$ cat src/rtl/fu_jump_pipe_pkg.sv
// rtl/fu_jump_pipe_pkg.sv - shared encodings and parameter checks for the jump functional unit
package fu_jump_pkg;

    localparam logic [2:0] CMP_NONE = 3'd0;
    localparam logic [2:0] EQ       = 3'd1;
    localparam logic [2:0] NE       = 3'd2;
    localparam logic [2:0] LT       = 3'd3;
    localparam logic [2:0] LTU      = 3'd4;
    localparam logic [2:0] GE       = 3'd5;
    localparam logic [2:0] GEU      = 3'd6;

    localparam int LATENCY_MIN = 1;
    localparam int LATENCY_MAX = 4;

    function automatic bit latency_ok(input int lat);
        return (lat >= LATENCY_MIN) && (lat <= LATENCY_MAX);
    endfunction

endpackage

$ cat src/rtl/fu_jump_pipe_if.sv
// rtl/fu_jump_pipe_if.sv - issue/result bundle between issue stage and jump functional unit
interface fu_jump_pipe_if #(
    parameter int XLEN = 32
);
    logic            EN;
    logic            flush;
    logic            is_jal;
    logic            JALR;
    logic [2:0]      cmp_ctrl;
    logic [XLEN-1:0] rs1_data;
    logic [XLEN-1:0] rs2_data;
    logic [XLEN-1:0] imm;
    logic [XLEN-1:0] PC;
    logic            pred_taken;
    logic [XLEN-1:0] pred_target;

    logic            done;
    logic [XLEN-1:0] PC_jump;
    logic [XLEN-1:0] PC_wb;
    logic            cmp_res;
    logic            taken;
    logic            mispredict;

    modport master (
        output EN, flush, is_jal, JALR, cmp_ctrl, rs1_data, rs2_data, imm, PC,
               pred_taken, pred_target,
        input  done, PC_jump, PC_wb, cmp_res, taken, mispredict
    );

    modport slave (
        input  EN, flush, is_jal, JALR, cmp_ctrl, rs1_data, rs2_data, imm, PC,
               pred_taken, pred_target,
        output done, PC_jump, PC_wb, cmp_res, taken, mispredict
    );

endinterface

$ cat src/rtl/fu_jump_pipe_cmp.sv
// rtl/fu_jump_pipe_cmp.sv - combinational branch condition comparator
module fu_jump_cmp
    import fu_jump_pkg::*;
#(
    parameter int XLEN = 32
) (
    input  logic [XLEN-1:0] a,
    input  logic [XLEN-1:0] b,
    input  logic [2:0]      ctrl,
    output logic            c
);

    always_comb begin
        c = 1'b0;
        case (ctrl)
            EQ:      c = (a == b);
            NE:      c = (a != b);
            LT:      c = ($signed(a) <  $signed(b));
            LTU:     c = (a <  b);
            GE:      c = ($signed(a) >= $signed(b));
            GEU:     c = (a >= b);
            default: c = 1'b0;
        endcase
    end

endmodule

$ cat src/rtl/fu_jump_pipe.sv
// rtl/fu_jump_pipe.sv - pipelined branch/JAL/JALR resolution unit, LATENCY cycles issue to done
module fu_jump_pipe
    import fu_jump_pkg::*;
#(
    parameter int XLEN    = 32,
    parameter int LATENCY = 2,
    parameter int ILEN_B  = 4
) (
    input  logic          clk,
    input  logic          rst,
    fu_jump_pipe_if.slave ifc
);

    if (!latency_ok(LATENCY)) begin : g_bad_latency
        $error("fu_jump_pipe: LATENCY out of range");
    end

    typedef struct packed {
        logic            jal;
        logic            jalr;
        logic [2:0]      ctrl;
        logic [XLEN-1:0] rs1;
        logic [XLEN-1:0] rs2;
        logic [XLEN-1:0] imm;
        logic [XLEN-1:0] pc;
        logic            pred_taken;
        logic [XLEN-1:0] pred_target;
    } op_t;

    typedef struct packed {
        logic [XLEN-1:0] pc_jump;
        logic [XLEN-1:0] pc_wb;
        logic            cmp_res;
        logic            taken;
        logic            mis;
    } res_t;

    op_t               op_q;
    logic              seen_q;
    logic [LATENCY-1:0] valid_q;
    logic              cmp_raw;
    logic              jump;
    logic [XLEN-1:0]   base_sum;
    res_t              res_c;
    res_t              r_out;

    // Operand register only loads on an accepted issue so results hold between ops.
    always_ff @(posedge clk or negedge rst) begin
        if (!rst) begin
            op_q   <= '0;
            seen_q <= 1'b0;
        end else if (ifc.EN && !ifc.flush) begin
            op_q <= '{jal:         ifc.is_jal,
                      jalr:        ifc.JALR,
                      ctrl:        ifc.cmp_ctrl,
                      rs1:         ifc.rs1_data,
                      rs2:         ifc.rs2_data,
                      imm:         ifc.imm,
                      pc:          ifc.PC,
                      pred_taken:  ifc.pred_taken,
                      pred_target: ifc.pred_target};
            seen_q <= 1'b1;
        end
    end

    always_ff @(posedge clk or negedge rst) begin
        if (!rst) begin
            valid_q <= '0;
        end else if (ifc.flush) begin
            valid_q <= '0;
        end else begin
            valid_q[0] <= ifc.EN;
            for (int k = 1; k < LATENCY; k++) begin
                valid_q[k] <= valid_q[k-1];
            end
        end
    end

    fu_jump_cmp #(.XLEN(XLEN)) u_cmp (
        .a    (op_q.rs1),
        .b    (op_q.rs2),
        .ctrl (op_q.ctrl),
        .c    (cmp_raw)
    );

    assign jump     = op_q.jal | op_q.jalr;
    assign base_sum = op_q.rs1 + op_q.imm;

    // Until the first op arrives the result must read as zero, not PC_wb=ILEN_B.
    always_comb begin
        res_c = '0;
        if (seen_q) begin
            res_c.cmp_res = cmp_raw & ~jump;
            res_c.taken   = res_c.cmp_res | jump;
            res_c.pc_jump = op_q.jalr ? {base_sum[XLEN-1:1], 1'b0} : (op_q.pc + op_q.imm);
            res_c.pc_wb   = op_q.pc + XLEN'(ILEN_B);
            res_c.mis     = (res_c.taken != op_q.pred_taken) ||
                            (res_c.taken && (res_c.pc_jump != op_q.pred_target));
        end
    end

    for (genvar k = 0; k < LATENCY; k++) begin : g_stg
        res_t r;
        if (k == 0) begin : g_head
            assign r = res_c;
        end else begin : g_dly
            always_ff @(posedge clk or negedge rst) begin
                if (!rst) begin
                    r <= '0;
                end else if (valid_q[k-1] && !ifc.flush) begin
                    r <= g_stg[k-1].r;
                end
            end
        end
    end

    assign r_out          = g_stg[LATENCY-1].r;
    assign ifc.done       = valid_q[LATENCY-1];
    assign ifc.PC_jump    = r_out.pc_jump;
    assign ifc.PC_wb      = r_out.pc_wb;
    assign ifc.cmp_res    = r_out.cmp_res;
    assign ifc.taken      = r_out.taken;
    assign ifc.mispredict = valid_q[LATENCY-1] & r_out.mis;

    a_jal_jalr_exclusive: assert property (
        @(posedge clk) disable iff (!rst) ifc.EN |-> !(ifc.is_jal && ifc.JALR)
    ) else $error("fu_jump_pipe: is_jal and JALR issued together");

endmodule

$ cat src/flat_wrapper.sv
// flat-port wrapper written by rule: the top's interface ports become plain ports
module fu_jump_pipe_flat import fu_jump_pkg::*;
#(
    parameter int XLEN    = 32,
    parameter int LATENCY = 2,
    parameter int ILEN_B  = 4
)
  (clk, rst, ifc_EN, ifc_flush, ifc_is_jal, ifc_JALR, ifc_cmp_ctrl, ifc_rs1_data, ifc_rs2_data, ifc_imm, ifc_PC, ifc_pred_taken, ifc_pred_target, ifc_done, ifc_PC_jump, ifc_PC_wb, ifc_cmp_res, ifc_taken, ifc_mispredict);
  fu_jump_pipe_if #(.XLEN(XLEN)) ifc_i ();
  input  logic clk;
  input  logic rst;
  input wire logic [$bits(ifc_i.EN)-1:0] ifc_EN;
  input wire logic [$bits(ifc_i.flush)-1:0] ifc_flush;
  input wire logic [$bits(ifc_i.is_jal)-1:0] ifc_is_jal;
  input wire logic [$bits(ifc_i.JALR)-1:0] ifc_JALR;
  input wire logic [$bits(ifc_i.cmp_ctrl)-1:0] ifc_cmp_ctrl;
  input wire logic [$bits(ifc_i.rs1_data)-1:0] ifc_rs1_data;
  input wire logic [$bits(ifc_i.rs2_data)-1:0] ifc_rs2_data;
  input wire logic [$bits(ifc_i.imm)-1:0] ifc_imm;
  input wire logic [$bits(ifc_i.PC)-1:0] ifc_PC;
  input wire logic [$bits(ifc_i.pred_taken)-1:0] ifc_pred_taken;
  input wire logic [$bits(ifc_i.pred_target)-1:0] ifc_pred_target;
  output wire logic [$bits(ifc_i.done)-1:0] ifc_done;
  output wire logic [$bits(ifc_i.PC_jump)-1:0] ifc_PC_jump;
  output wire logic [$bits(ifc_i.PC_wb)-1:0] ifc_PC_wb;
  output wire logic [$bits(ifc_i.cmp_res)-1:0] ifc_cmp_res;
  output wire logic [$bits(ifc_i.taken)-1:0] ifc_taken;
  output wire logic [$bits(ifc_i.mispredict)-1:0] ifc_mispredict;
  assign ifc_i.EN = ifc_EN;
  assign ifc_i.flush = ifc_flush;
  assign ifc_i.is_jal = ifc_is_jal;
  assign ifc_i.JALR = ifc_JALR;
  assign ifc_i.cmp_ctrl = ifc_cmp_ctrl;
  assign ifc_i.rs1_data = ifc_rs1_data;
  assign ifc_i.rs2_data = ifc_rs2_data;
  assign ifc_i.imm = ifc_imm;
  assign ifc_i.PC = ifc_PC;
  assign ifc_i.pred_taken = ifc_pred_taken;
  assign ifc_i.pred_target = ifc_pred_target;
  assign ifc_done = ifc_i.done;
  assign ifc_PC_jump = ifc_i.PC_jump;
  assign ifc_PC_wb = ifc_i.PC_wb;
  assign ifc_cmp_res = ifc_i.cmp_res;
  assign ifc_taken = ifc_i.taken;
  assign ifc_mispredict = ifc_i.mispredict;
  fu_jump_pipe #(.XLEN(XLEN), .LATENCY(LATENCY), .ILEN_B(ILEN_B)) u_core (.clk(clk), .rst(rst), .ifc(ifc_i));
endmodule
$ cat config.mk
export PLATFORM = sky130hd
export DESIGN_NAME = fu_jump_pipe_flat
export DESIGN_NICKNAME = d
export VERILOG_FILES = /design/src/rtl/fu_jump_pipe_pkg.sv /design/src/rtl/fu_jump_pipe_if.sv /design/src/rtl/fu_jump_pipe_cmp.sv /design/src/rtl/fu_jump_pipe.sv /design/src/flat_wrapper.sv
export SDC_FILE = /design/constraint.sdc
export NUM_CORES = 1
export LEC_CHECK = 0
export ABC_AREA = 1
export ABC_CLOCK_PERIOD_IN_PS = 2200
export CAP_MARGIN = 40
export CORE_UTILIZATION = 50
export CTS_CLUSTER_SIZE = 10
export DETAILED_ROUTE_END_ITERATION = 8
export DONT_BUFFER_PORTS = 1
export GPL_ROUTABILITY_DRIVEN = 1
export PLACE_DENSITY_LB_ADDON = 0.05
export SYNTH_ARGS = -nofsm -noshare
export SYNTH_HDL_FRONTEND = slang
export SYNTH_SLANG_ARGS = --single-unit
$ cat constraint.sdc
create_clock -name clk -period 2.2 [get_ports clk]
set_input_delay 0.33 -clock clk [delete_from_list [all_inputs] [get_ports clk]]
set_output_delay 0.33 -clock clk [all_outputs]
set_load 0.02 [all_outputs]
==> reports/metrics.cfg <==
[run_status]
status=complete, but fails checks
violations=hold timing, setup timing

[sta]
min_period_ns=2.71
hold_viol=236
fin_worst_skew_ns=0.00964
max_freq_mhz=369
worst_slew_pin_slew_ns=0.784
whs_ns=-0.544
rsz0062_at_grt=yes
fin_ws_ns=-0.513
max_slew_margin_pct=47.8
finalCritPeriodShare_pct=123
setup_viol=25
slew_viol_final=0

[synthesis]
synth_top_family_by_area=simple AND/OR/NAND/NOR gates
synthMuxAreaShare_pct=0
synthMostInstantiatedCell=nand2_1
seq_area_frac_synth_pct=35.9
ys_top_cells_by_count=1020 x nand2_1, 354 x inv_1, 236 x dfrtp_1
syn_inst=2484
synth-edff-count=0
synthTopCellsByArea=dfrtp_1 36%, nand2_1 23%, inv_1 8.1%
synth_nets=2750
ys_types=45
yosys.area_share.simple_pct=35.8
synth_warnings=0
synth_area_leader_cell=dfrtp_1
yosys.area_share.adder_pct=7.38
synth_area_per_cell_um2=6.63
synth-seq-cells=236
synthXorXnorAreaFrac_pct=0.319
synthesis.area_um2=16500
synthArstFlopShare_pct=100
synth_compound_area_share_pct=8.22
synth_top_flop_cell=dfrtp_1
yosysTopAreaCellShare_pct=35.9

[worst_setup_path]
arrival_ns=3.18
cp-startpoint=u_core.op_q[65]
end_kind=flip-flop
crit_path_start_kind=flip-flop
reg2reg_from=u_core.op_q[65]
cp_max_fo=3
worstPathRequired_ns=2.66
path_class=flip-flop to flip-flop

[grt]
track_usage_pct=34.5
gr-total-overflow=0
grt_pass1_vias=17400
antenna_found_initial=0
grt_max_degree=237
grt_pass1_wl_um=90200

[pwr]
p_int_mw=11.7
pwr-share-clk_pct=21.3
p_per_area_nw_per_um2=778
seq_power_share_pct=31.5
p_comb_share_pct=47.2
power.static_leakage_nw=12.9
ir_drop_mv=0.681
power_switching_mw=7.97
p_sw_share_pct=40.5

[floorplanning]
coreArea_um2=32500
die_area_um2=33700
ios=238
rows=66
initial_core_util_pct=50.7
dieHeight_um=183
die_w_um=183

[clock_network]
clk_latency_ns=0.57
clock-sinks=236
htree_levels=1
cts_tree=done
clk_pin_slew_ns=0.06
cts_hold_buf=166
cts-root-buf=clkbuf_16
cts.path.max_buffers=3
cts_buffers=28

[drt]
routed_via_density=5.29
drt-total-wl_um=61200
remaining_drc_errors=0
drt_iter0_markers=1079
drt-pass1-iter-count=6
postRouteAntennaNets=0
wire_per_inst_um=17.9
vias=18100

[place]
port_buffers=0
dp_slack_ns=-0.744
gp_congestion=0.931
dp_hpwl_um=41000

[cells_and_area]
nNetsFinal=3235
areaGrowthSynthToFinish_pct=53.5
drive_gt1_share_pct=33.9
n_antenna_cell=0
fin_util_pct=77.9

[worst_hold_path]
hold_path.class=primary input to async pin

[job]
drv_cap=0

[worst max-delay path, stage by stage (launching register included)]
cell and delay, ns:
dfrtp_2 0.41, ha_4 0.17, inv_4 0.04, fa_2 0.38
inv_4 0.10, nand3_4 0.08, nand2_4 0.10, nand2_2 0.08
nand2_4 0.08, nand2_2 0.07, nand2_2 0.07, nand2_2 0.08
nand3_2 0.08, nand2_1 0.06, nor3_2 0.24, nand3_1 0.12
nor2_1 0.11, nand2_1 0.06, nor2_1 0.08, nand3_1 0.08
nand2_1 0.06, nand2_1 0.05
[power by group through the flow]
stage                     clock, mW  sequential (mW)  combinational [mW]
after CTS                      4.23             6.14                7.48
after detailed placement          0             6.11                6.47
after global placement            0             6.10                6.37
after floorplan                   0             5.47                4.51
after global routing           4.41             6.26                10.1
final                          4.19             6.19                9.28
[metrics by stage]
step / instance area (um^2) / hold WS (ns) / TNS, ns / std cells / power, mW
detailed placement: 18900 / 0.0411 / -7.65 / 3135 / 12.6
global placement: 18900 / 0.0388 / -6.59 / 3135 / 12.5
CTS: 22900 / -0.554 / -3.95 / 3366 / 17.9
floorplan: 16500 / 0.0344 / -0.103 / 2484 / 9.98
global route: 25300 / -0.556 / -6.42 / 3419 / 20.8
finish: 25300 / -0.544 / -3.25 / 3419 / 19.7
[cell usage in the layout (no fill, tap or decap), types with 15 or more instances in the layout]
cell type / n
nand2_4: 67
a32o_1: 15
nand2_1: 812
dfrtp_1: 208
o21ai_1: 17
nand3_1: 131
nand3_4: 23
nor2_1: 68
buf_6: 78
nand3_2: 56
dlygate4sd3_1: 166
ha_1: 22
o21ai_0: 102
buf_4: 326
nor2_2: 23
a21oi_2: 22
inv_1: 312
a21oi_1: 32
inv_2: 36
nand2_2: 143
dfrtp_2: 28
ha_4: 72
nand4_1: 18
nor2_4: 35
clkbuf_16: 28
[per-layer routing]
layer | track usage, % | wire length [um] | vias up
met1 | 44.6 | 25700 | 8621
met2 | 58.8 | 29600 | 617
met5 | 0 | 0 | -
met4 | 13.2 | 2570 | 0
li1 | - | - | 8695
met3 | 4.04 | 3400 | 150
[worst paths after layout]
path                                         to  slack, ns  depth (start not counted)
hold / removal              u_core.ifc.PC_wb[3]      -0.54                          0
hold reg to reg                   u_core.seen_q       0.48                          2
max in group asynchronous       u_core.op_q[85]       2.37                          0
setup / recovery           u_core.g_stg[1].r[0]      -0.51                         21
min in group clk                  u_core.seen_q       0.21                          3
setup reg to reg           u_core.g_stg[1].r[0]      -0.51                         21
[state kept, by name, summed over array words and instances, names as in the netlist]
register	count
u_core.g_stg.r	1
u_core.ifc.cmp_res	1
u_core.ifc.taken	1
u_core.seen_q	1
u_core.op_q	166
u_core.ifc.PC_jump	32
u_core.valid_q	2
u_core.ifc.PC_wb	32
[area by class of cell]
| cell class | instances | area [um^2] |
|---|---|---|
| clock inverters | 2 | 21.3 |
| fillers | 2207 | 7170 |
| flip-flops and latches | 236 | 5940 |
| well taps | 442 | 553 |
| clock buffers | 36 | 761 |
| inverters | 357 | 1370 |
| repair buffers | 577 | 5120 |
| multi-input cells | 1769 | 11500 |
[cells by family after synthesis]
family,Yosys count
flip-flops,236
adder cells (fa/ha/maj),96
buffers and inverters,479
AO/OA/AOI/OAI,240
XOR/XNOR,6
AND/OR/NAND/NOR,1427
[what timing repair did]
item,in CTS,in global routing
setup buffers,28,69
setup endpoints to repair,36,45
hold endpoints to repair,402,236
resized for setup,281,514
pin swaps,87,191
Note: power is estimated with default switching activity, not from simulation.
